$ cat config.mk
export PLATFORM = sky130hd
export DESIGN_NAME = button_scan_ctrl
export DESIGN_NICKNAME = d
export VERILOG_FILES = /design/src/rtl/debounce_pkg.sv /design/src/rtl/event_fifo.sv /design/src/rtl/button_scan_ctrl.sv
export SDC_FILE = /design/constraint.sdc
export NUM_CORES = 1
export LEC_CHECK = 0
export CAP_MARGIN = 30
export CORE_MARGIN = 2
export CORE_UTILIZATION = 54
export CTS_BUF_LIST = sky130_fd_sc_hd__clkbuf_4 sky130_fd_sc_hd__clkbuf_8 sky130_fd_sc_hd__clkbuf_16
export DETAILED_ROUTE_END_ITERATION = 10
export PLACE_DENSITY = 0.84
export REMOVE_ABC_BUFFERS = 1
export SETUP_SLACK_MARGIN = 0.02
export SLEW_MARGIN = 10
export SYNTH_ARGS = -nofsm -noshare
export SYNTH_HDL_FRONTEND = slang
export SYNTH_HIERARCHICAL = 1
export SYNTH_SLANG_ARGS = --single-unit
$ cat constraint.sdc
create_clock -name clk -period 3 [get_ports clk]
set_clock_uncertainty 0.2 [all_clocks]
set_input_delay 0.3 -clock clk [delete_from_list [all_inputs] [get_ports clk]]
set_output_delay 0.3 -clock clk [all_outputs]
set_load 0.005 [all_outputs]
$ cat src/rtl/debounce_pkg.sv
// Shared types and helpers for the button debounce controller and its event FIFO.
// Provides the scanner state enum, the event payload struct, a width helper
// that never returns zero, and the clock-to-tick divider helper.
package debounce_pkg;

    // Event channel field is sized for the largest supported channel count (16).
    localparam int unsigned EVT_CH_W = 4;

    typedef enum logic {
        IDLE = 1'b0,
        SCAN = 1'b1
    } scan_state_t;

    typedef struct packed {
        logic [EVT_CH_W-1:0] ch;
        logic                press;
    } debounce_evt_t;

    // Bit width able to hold 0..v-1, never less than one bit.
    function automatic int unsigned safe_clog2(input int unsigned v);
        return (v <= 1) ? 1 : $clog2(v);
    endfunction

    // Number of clk cycles per scan tick.
    function automatic int unsigned tick_div(input int unsigned clk_hz,
                                             input int unsigned sample_hz);
        return clk_hz / sample_hz;
    endfunction

endpackage

$ cat src/rtl/event_fifo.sv
// Synchronous FIFO of debounce events, pointer-plus-count organisation.
// Ports:
//   clk, rst        : clock, synchronous active-high reset
//   push, push_data : write request and payload; ignored while full unless
//                     a pop happens in the same cycle
//   full            : no free entry
//   pop             : remove head; ignored while empty
//   empty           : no entry stored
//   head            : oldest entry (stable until popped)
module event_fifo
    import debounce_pkg::*;
#(
    parameter int unsigned DEPTH = 4
) (
    input  logic          clk,
    input  logic          rst,
    input  logic          push,
    input  debounce_evt_t push_data,
    output logic          full,
    input  logic          pop,
    output logic          empty,
    output debounce_evt_t head
);

    localparam int unsigned PTR_W = safe_clog2(DEPTH);
    localparam int unsigned CNT_W = safe_clog2(DEPTH + 1);

    generate
        if (DEPTH < 2 || (DEPTH & (DEPTH - 1)) != 0) begin : g_bad_depth
            $error("event_fifo: DEPTH must be a power of two >= 2");
        end
    endgenerate

    debounce_evt_t    mem [DEPTH];
    logic [PTR_W-1:0] wr_ptr;
    logic [PTR_W-1:0] rd_ptr;
    logic [CNT_W-1:0] count;
    logic             do_pop_c;
    logic             do_push_c;

    // A pop frees the slot the same cycle, so a full FIFO can still accept.
    assign do_pop_c  = pop && (count != '0);
    assign do_push_c = push && ((count != CNT_W'(DEPTH)) || do_pop_c);

    // Storage, pointers and occupancy; pointers wrap naturally (power-of-two depth).
    always_ff @(posedge clk) begin
        if (rst) begin
            wr_ptr <= '0;
            rd_ptr <= '0;
            count  <= '0;
            mem    <= '{default: '0};
        end else begin
            if (do_push_c) begin
                mem[wr_ptr] <= push_data;
                wr_ptr      <= wr_ptr + PTR_W'(1);
            end
            if (do_pop_c) begin
                rd_ptr <= rd_ptr + PTR_W'(1);
            end
            case ({do_push_c, do_pop_c})
                2'b10:   count <= count + CNT_W'(1);
                2'b01:   count <= count - CNT_W'(1);
                default: count <= count;
            endcase
        end
    end

    assign full  = (count == CNT_W'(DEPTH));
    assign empty = (count == '0);
    assign head  = mem[rd_ptr];

endmodule

$ cat src/rtl/button_scan_ctrl.sv
// Multi-channel debounce controller: synchronises raw inputs, scans one
// integrator per channel on a shared low-rate tick and reports every debounced
// level change as a press/release event through a small buffered stream.
// Ports:
//   clk, rst   : clock, synchronous active-high reset
//   in_raw     : asynchronous raw inputs, 1 = pressed
//   level      : debounced levels
//   evt_valid  : event available at buffer head
//   evt_ready  : consumer accepts the head when evt_valid & evt_ready
//   evt_ch     : channel of the head event
//   evt_press  : 1 = press (0->1), 0 = release (1->0)
//   overflow   : sticky, set when an event is dropped on a full buffer
//   clear_ovf  : clears overflow next cycle; a simultaneous set wins
module button_scan_ctrl
    import debounce_pkg::*;
#(
    parameter  int unsigned N_CH       = 4,
    parameter  int unsigned CLK_HZ     = 16000000,
    parameter  int unsigned SAMPLE_HZ  = 1000,
    parameter  int unsigned STABLE_CNT = 8,
    parameter  int unsigned FIFO_DEPTH = 4,
    localparam int unsigned CH_W       = safe_clog2(N_CH)
) (
    input  logic            clk,
    input  logic            rst,
    input  logic [N_CH-1:0] in_raw,
    output logic [N_CH-1:0] level,
    output logic            evt_valid,
    input  logic            evt_ready,
    output logic [CH_W-1:0] evt_ch,
    output logic            evt_press,
    output logic            overflow,
    input  logic            clear_ovf
);

    localparam int unsigned DIV   = tick_div(CLK_HZ, SAMPLE_HZ);
    localparam int unsigned DIV_W = safe_clog2(DIV);
    localparam int unsigned CNT_W = safe_clog2(STABLE_CNT);

    generate
        if (N_CH < 1 || N_CH > 16) begin : g_bad_nch
            $error("button_scan_ctrl: N_CH must be 1..16");
        end
        if (STABLE_CNT < 2 || STABLE_CNT > 255) begin : g_bad_stable
            $error("button_scan_ctrl: STABLE_CNT must be 2..255");
        end
        // A full scan plus the return to IDLE must fit between two ticks.
        if (DIV < N_CH + 2) begin : g_bad_rate
            $error("button_scan_ctrl: CLK_HZ/SAMPLE_HZ must be >= N_CH+2");
        end
    endgenerate

    logic [N_CH-1:0]            sync_meta;
    logic [N_CH-1:0]            sync_q;
    logic [DIV_W-1:0]           presc;
    logic                       tick_c;
    scan_state_t                state;
    logic [CH_W-1:0]            ch;
    logic [N_CH-1:0][CNT_W-1:0] cnt;

    logic                       cur_sync_c;
    logic                       cur_level_c;
    logic [CNT_W-1:0]           cur_cnt_c;
    logic                       flip_c;
    logic                       drop_c;
    debounce_evt_t              push_evt_c;
    debounce_evt_t              head;
    logic                       fifo_full;
    logic                       fifo_empty;

    // Two-flop synchroniser for the asynchronous pins.
    always_ff @(posedge clk) begin
        if (rst) begin
            sync_meta <= '0;
            sync_q    <= '0;
        end else begin
            sync_meta <= in_raw;
            sync_q    <= sync_meta;
        end
    end

    // Tick prescaler: tick is high for the single cycle at terminal count.
    assign tick_c = (presc == DIV_W'(DIV - 1));

    always_ff @(posedge clk) begin
        if (rst) begin
            presc <= '0;
        end else if (tick_c) begin
            presc <= '0;
        end else begin
            presc <= presc + DIV_W'(1);
        end
    end

    // View of the channel currently being scanned.
    assign cur_sync_c  = sync_q[ch];
    assign cur_level_c = level[ch];
    assign cur_cnt_c   = cnt[ch];
    assign flip_c      = (state == SCAN) && (cur_sync_c != cur_level_c)
                         && (cur_cnt_c == CNT_W'(STABLE_CNT - 1));
    assign push_evt_c  = '{ch: EVT_CH_W'(ch), press: ~cur_level_c};

    // Scanner FSM and per-channel integrators; one channel handled per cycle.
    always_ff @(posedge clk) begin
        if (rst) begin
            state <= IDLE;
            ch    <= '0;
            cnt   <= '0;
            level <= '0;
        end else begin
            case (state)
                IDLE: begin
                    if (tick_c) begin
                        state <= SCAN;
                        ch    <= '0;
                    end
                end
                SCAN: begin
                    // Any agreeing sample restarts the stability count.
                    if (cur_sync_c == cur_level_c) begin
                        cnt[ch] <= '0;
                    end else if (cur_cnt_c == CNT_W'(STABLE_CNT - 1)) begin
                        level[ch] <= ~cur_level_c;
                        cnt[ch]   <= '0;
                    end else begin
                        cnt[ch] <= cur_cnt_c + CNT_W'(1);
                    end

                    if (ch == CH_W'(N_CH - 1)) begin
                        state <= IDLE;
                        ch    <= '0;
                    end else begin
                        ch <= ch + CH_W'(1);
                    end
                end
                default: begin
                    state <= IDLE;
                    ch    <= '0;
                end
            endcase
        end
    end

    // A full buffer still accepts when the consumer pops in the same cycle.
    assign drop_c = flip_c && fifo_full && !evt_ready;

    // Sticky overflow flag; a new drop takes priority over the clear request.
    always_ff @(posedge clk) begin
        if (rst) begin
            overflow <= 1'b0;
        end else if (drop_c) begin
            overflow <= 1'b1;
        end else if (clear_ovf) begin
            overflow <= 1'b0;
        end
    end

    event_fifo #(
        .DEPTH (FIFO_DEPTH)
    ) u_event_fifo (
        .clk       (clk),
        .rst       (rst),
        .push      (flip_c),
        .push_data (push_evt_c),
        .full      (fifo_full),
        .pop       (evt_ready),
        .empty     (fifo_empty),
        .head      (head)
    );

    assign evt_valid = ~fifo_empty;
    assign evt_ch    = CH_W'(head.ch);
    assign evt_press = head.press;

endmodule

Word-level counts from Yosys, hierarchy flattened
Cells that the tools add are included.
{"block": "totals", "word_cells": 97, "output_inout_bits": 9, "regBits": 69}
{"block": "op_classes", "n_reduce_logical": 16, "n_addsub": 7, "bitwise": 8, "n_lt_le_gt_ge": 5, "eq_ne": 10, "n_mux": 29}
{"operator": "$mux 12", "count": 2}
{"operator": "$bwmux 20", "count": 1}
{"operator": "$add 14x1->14 const B", "count": 1}
{"operator": "$eq 14x14->1 const B", "count": 1}
{"operator": "$and 12x12->12", "count": 1}
{"operator": "$bwmux 12", "count": 1}
{"operator": "$mux 3", "count": 4}
{"operator": "$not 12->12", "count": 1}
{"operator": "$bmux 5 s2", "count": 1}
{"operator": "$demux 5 s2", "count": 1}
{"operator": "$logic_and 1x1->1", "count": 8}
{"operator": "$mux 1", "count": 7}
{"operator": "$add 2x1->2 const B", "count": 3}
{"operator": "$add 3x1->3 const B", "count": 2}
{"operator": "$bmux 3 s2", "count": 1}
{"operator": "$demux 3 s2", "count": 1}
{"operator": "$eq 3x3->1 const B", "count": 2}
{"operator": "$ge 3x3->1 const B", "count": 2}
{"operator": "$not 2->3", "count": 2}
{"operator": "$pmux 3 s2", "count": 1}
{"operator": "$mux 5", "count": 1}
{"operator": "$bmux 1 s2", "count": 2}
{"operator": "$bwmux 4", "count": 1}
{"operator": "$eq 2x2->1 const B", "count": 2}
{"operator": "other kinds (21)", "count": 26}

Logic depth before layout (Yosys ltp)
{"block": "logic_depth", "ltp_word": 8, "mapped_depth": 13, "depth_no_buf": 11}

By module
The synthesis kept the hierarchy.
{"mod": "button_scan_ctrl", "cells_per_inst": 198, "n_inst": 1, "area_each_um2": 1871.8, "seq_area_each_um2": 840.8}
{"mod": "event_fifo", "cells_per_inst": 140, "n_inst": 1, "area_each_um2": 1441.4, "seq_area_each_um2": 540.5}

Worst setup path after synthesis
No wires, ideal clock.
{"block": "synth_path", "kind": "register -> register", "startpoint": "register ch[0]", "endpoint": "register u_event_fifo.count[1]", "setup_ns": 0.095, "slack_ns": -0.250, "synth_period_minus_slack_ns": 3.250, "stages_incl_launch_ff": 14, "t_arrival_ns": 2.955, "cell_sequence": "dfxtp_1 -> buf_2 -> mux4_2 -> ha_1 -> ha_1 -> nand2_1 -> nor2b_1 -> clkbuf_1 -> inv_1 -> nand2b_1 -> fa_1 -> inv_1 -> o2111ai_1 -> a221oi_1"}
{"block": "synth_between", "elab_chain_cells": 8}
{"item": "start: declaration", "line_no": "button_scan_ctrl.sv:58", "text": "logic [CH_W-1:0] ch;"}
{"item": "start signal: assignment", "line_no": "button_scan_ctrl.sv:133", "text": "ch <= ch + CH_W'(1);"}
{"item": "$bmux 1 s2 (on tied branches)", "line_no": "button_scan_ctrl.sv:96, button_scan_ctrl.sv:97"}
{"item": "$mux 1 (on tied branches)", "line_no": "button_scan_ctrl.sv:96, button_scan_ctrl.sv:97"}
{"item": "$ne 1x1->1", "line_no": "button_scan_ctrl.sv:99", "text": "assign flip_c = (state == SCAN) && (cur_sync_c != cur_level_c)"}
{"item": "$logic_and 1x1->1", "line_no": "button_scan_ctrl.sv:99"}
{"item": "$logic_and 1x1->1 *", "line_no": "button_scan_ctrl.sv:100", "text": "&& (cur_cnt_c == CNT_W'(STABLE_CNT - 1));"}
{"item": "net flip_c", "line_no": "button_scan_ctrl.sv:64", "text": "logic flip_c;"}
{"item": "$logic_and 1x1->1 *", "line_no": "event_fifo.sv:43", "text": "assign do_push_c = push && ((count != CNT_W'(DEPTH)) || do_pop_c);"}
{"item": "$eq 2x1->1 or $eq 2x2->1 (tied branches)", "line_no": "event_fifo.sv:60", "text": "case ({do_push_c, do_pop_c})"}
{"item": "$pmux 3 s2 or $reduce_bool 2->1 (tied branches)"}
{"item": "end signal: assignment", "line_no": "event_fifo.sv:61", "text": "2'b10: count <= count + CNT_W'(1);"}
{"item": "end signal: assignment", "line_no": "event_fifo.sv:62", "text": "2'b01: count <= count - CNT_W'(1);"}
{"item": "end signal: assignment", "line_no": "event_fifo.sv:63", "text": "default: count <= count;"}
{"item": "end: declaration", "line_no": "event_fifo.sv:37", "text": "logic [CNT_W-1:0] count;"}
The timed path passes the listed nets; every way through them passes the cells marked *. The select of a mux whose other input is x is not followed.
A chain may end at the register's enable or synchronous reset.

Worst setup path in the final report
Ends and elaborated chain as after synthesis.

==> results by group <==
Outcome
  • Outcome: completed

Global route
  • Total grt overflow: 0
  • First-pass GRT wire length: 9710 um
  • Number of global-route vias before repair: 2145
  • Initial antenna violation count: 0
  • Largest net degree at the start of global routing: 40
  • GRT Util Overall: 0.204

Setup path
  • Crit path kind: flip-flop to flip-flop
  • Crit path required time: 3.04 ns
  • Startpoint Class: flip-flop
  • Max incr delay on CP: 0.50 ns
  • CP arrival: 2.89 ns
  • Number of buffers and inverters on the critical path: 2
  • Family with the most delay on the worst path: adder cells
  • Crit path max fanout: 4
  • Endpoint class of the critical path: flip-flop
  • Slowest stage cell, crit path: mux4_2
  • Crit-path cells: mux4_2 -> ha_1 -> ha_1 -> nand2_1 -> nor2b_1 -> inv_1 -> nand2b_1 -> fa_1 -> inv_1 -> o2111ai_1 -> a221oi_1

Floorplan
  • Die Y-Extent: 78.1 um
  • IO Pins: 17
  • Core area: 5200 um^2
  • # rows: 26
  • Die Span X: 78.1 um
  • Starting Density: 0.569
  • Area of the die: 6090 um^2

Detailed routing
  • Vias per cell: between 5 and 6
  • Detailed Route WL: 5760 um
  • 1st-iter DRT viols: 100
  • 1st-pass router iterations: 4
  • Via Count: around 2200
  • Final ANT Viol Nets: 0
  • Wire per inst: 14.4 um
  • Drc violations: 0

Yosys
  • Synthesized cell area: 2960 um^2
  • Synth Area per Inst: 9.58 um^2
  • Cell count after synthesis: 309
  • Synth warn: 6

CTS
  • Clock sink count: 61
  • CTS tree: done
  • Clk buf depth: 2
  • Setup Fix Bufs, Post-CTS: 0
  • Clock slew at reported path FFs: 0.07 ns
  • Worst skew pair latency: 0.34 ns
  • TritonCTS Buffers: 9
  • Level count of the clock H-tree: 3
  • Root buffer cell: clkbuf_8
  • Resized Gates After CTS: 0
  • Post-CTS Hold Buffers: 0

Place
  • Final HPWL DP: around 4000 um
  • Gpl congestion: 0.842
  • PortBufs: 16
  • Placed Area: 3170 um^2

Final layout
  • Fillers: 431
  • Synth-to-layout area growth: 14.0%
  • Layout Nets: 345
  • Final Instance Area: 3380 um^2
  • Diode count: 0
  • Share of layout cells above drive strength 1: 0.133

Power and ir drop
  • Power per cell area: 475 nW/um^2
  • Maximum VDD drop: ~330 uV
  • Leakage power total: roughly 0.0012 uW
  • Total chip power: 1600 uW

STA
  • RSZ-0062 raised after global routing: false
  • Slew @ Worst Pin: 0.542 ns
  • Minimum clock period: 2.84 ns
  • Final hold vios: 0
  • Setup TNS: 0 ns
  • Fmax: around 350 MHz
  • Slew HR: 0.637
  • Crit share post-route: 0.948
  • Final Setup Violations: 0
  • Min Hold Slack: ~0.24 ns
  • Max-slew violations: 0

Flow run
  • Max-cap violations: 0

Worst hold path
  • Hold Crit Class: flip-flop to flip-flop
-- worst reg2reg max path, cell delays in order, from the launching register on --
cell and delay [ns]:
dfxtp_4 0.38, mux4_2 0.50, ha_1 0.21, ha_1 0.23, nand2_1 0.09, nor2b_1 0.06
inv_1 0.07, nand2b_1 0.07, fa_1 0.45, inv_1 0.07, o2111ai_1 0.11, a221oi_1 0.30
-- cell usage in the layout (no fill, tap or decap), types with 2 or more instances in the layout --
cell and count:
and2_1 2, a21oi_1 10, clkbuf_8 10, nor4_1 2, dfxtp_1 60, clkbuf_4 2
a221o_1 4, nor3_1 4, clkinv_2 2, nor2_1 19, or3_1 2, nor4b_1 2
nand3b_1 5, mux4_2 8, o21ai_0 15, and3_4 2, xor2_1 10, buf_4 7
inv_1 14, clkdlybuf4s50_1 16, o2111ai_1 2, nand3_2 2, nand3_1 26, xnor2_1 8
nand2_1 19, o31ai_1 2, nor2b_1 9, nand2b_1 17, mux2i_1 14, ha_1 11
-- where the power goes --
| group | internal, uW | switching (uW) | total, uW |
|---|---|---|---|
| clock | 422 | 310 | 731 |
| combinational | 24.1 | 25.9 | 50.1 |
| sequential | 817 | 4.94 | 822 |
-- state kept, by name, indices dropped and copies added (netlist names) --
signal	cells
u_event_fifo/rd_ptr	2
presc	14
u_event_fifo/mem	12
level	4
state	1
u_event_fifo/wr_ptr	2
sync_q	4
ch	2
sync_meta	4
cnt	12
overflow	1
u_event_fifo/count	3
-- area by class of cell --
class	count	area (um^2)	share of cell area
Tap cell	70	87.6	0.0259
Clock inverter	4	47.5	0.0141
Timing Repair Buffer	23	213	0.0630
Multi-Input combinational cell	216	1600	0.474
Clock buffer	12	153	0.0452
Sequential cell	61	1220	0.363
Inverter	14	52.6	0.0156
-- worst paths after layout --
check | startpoint | end | slack, ns | cells past startpoint
worst max-delay path | ch[0] | u_event_fifo/count[1] | 0.16 | 11
worst min-delay path | sync_meta[1] | sync_q[1] | 0.24 | 1
worst min register to register | sync_meta[1] | sync_q[1] | 0.24 | 1
worst max register to register | ch[0] | u_event_fifo/count[1] | 0.16 | 11
-- stage by stage --
stage	instances	setup WS [ns]	util
CTS	400	0.0885	0.648
floorplan	291	-0.314	-
global placement	384	0.176	0.610
detailed placement	384	0.104	0.610
global route	400	0.0396	0.649
finish	400	0.157	0.649
-- routing by layer --
metal  routed length (um)  track usage
met1                 2600        0.247
met5                    0            0
met2                 2750        0.323
met4                  134       0.0965
met3                  286       0.0747
Note: power is estimated with default switching activity, not from simulation.
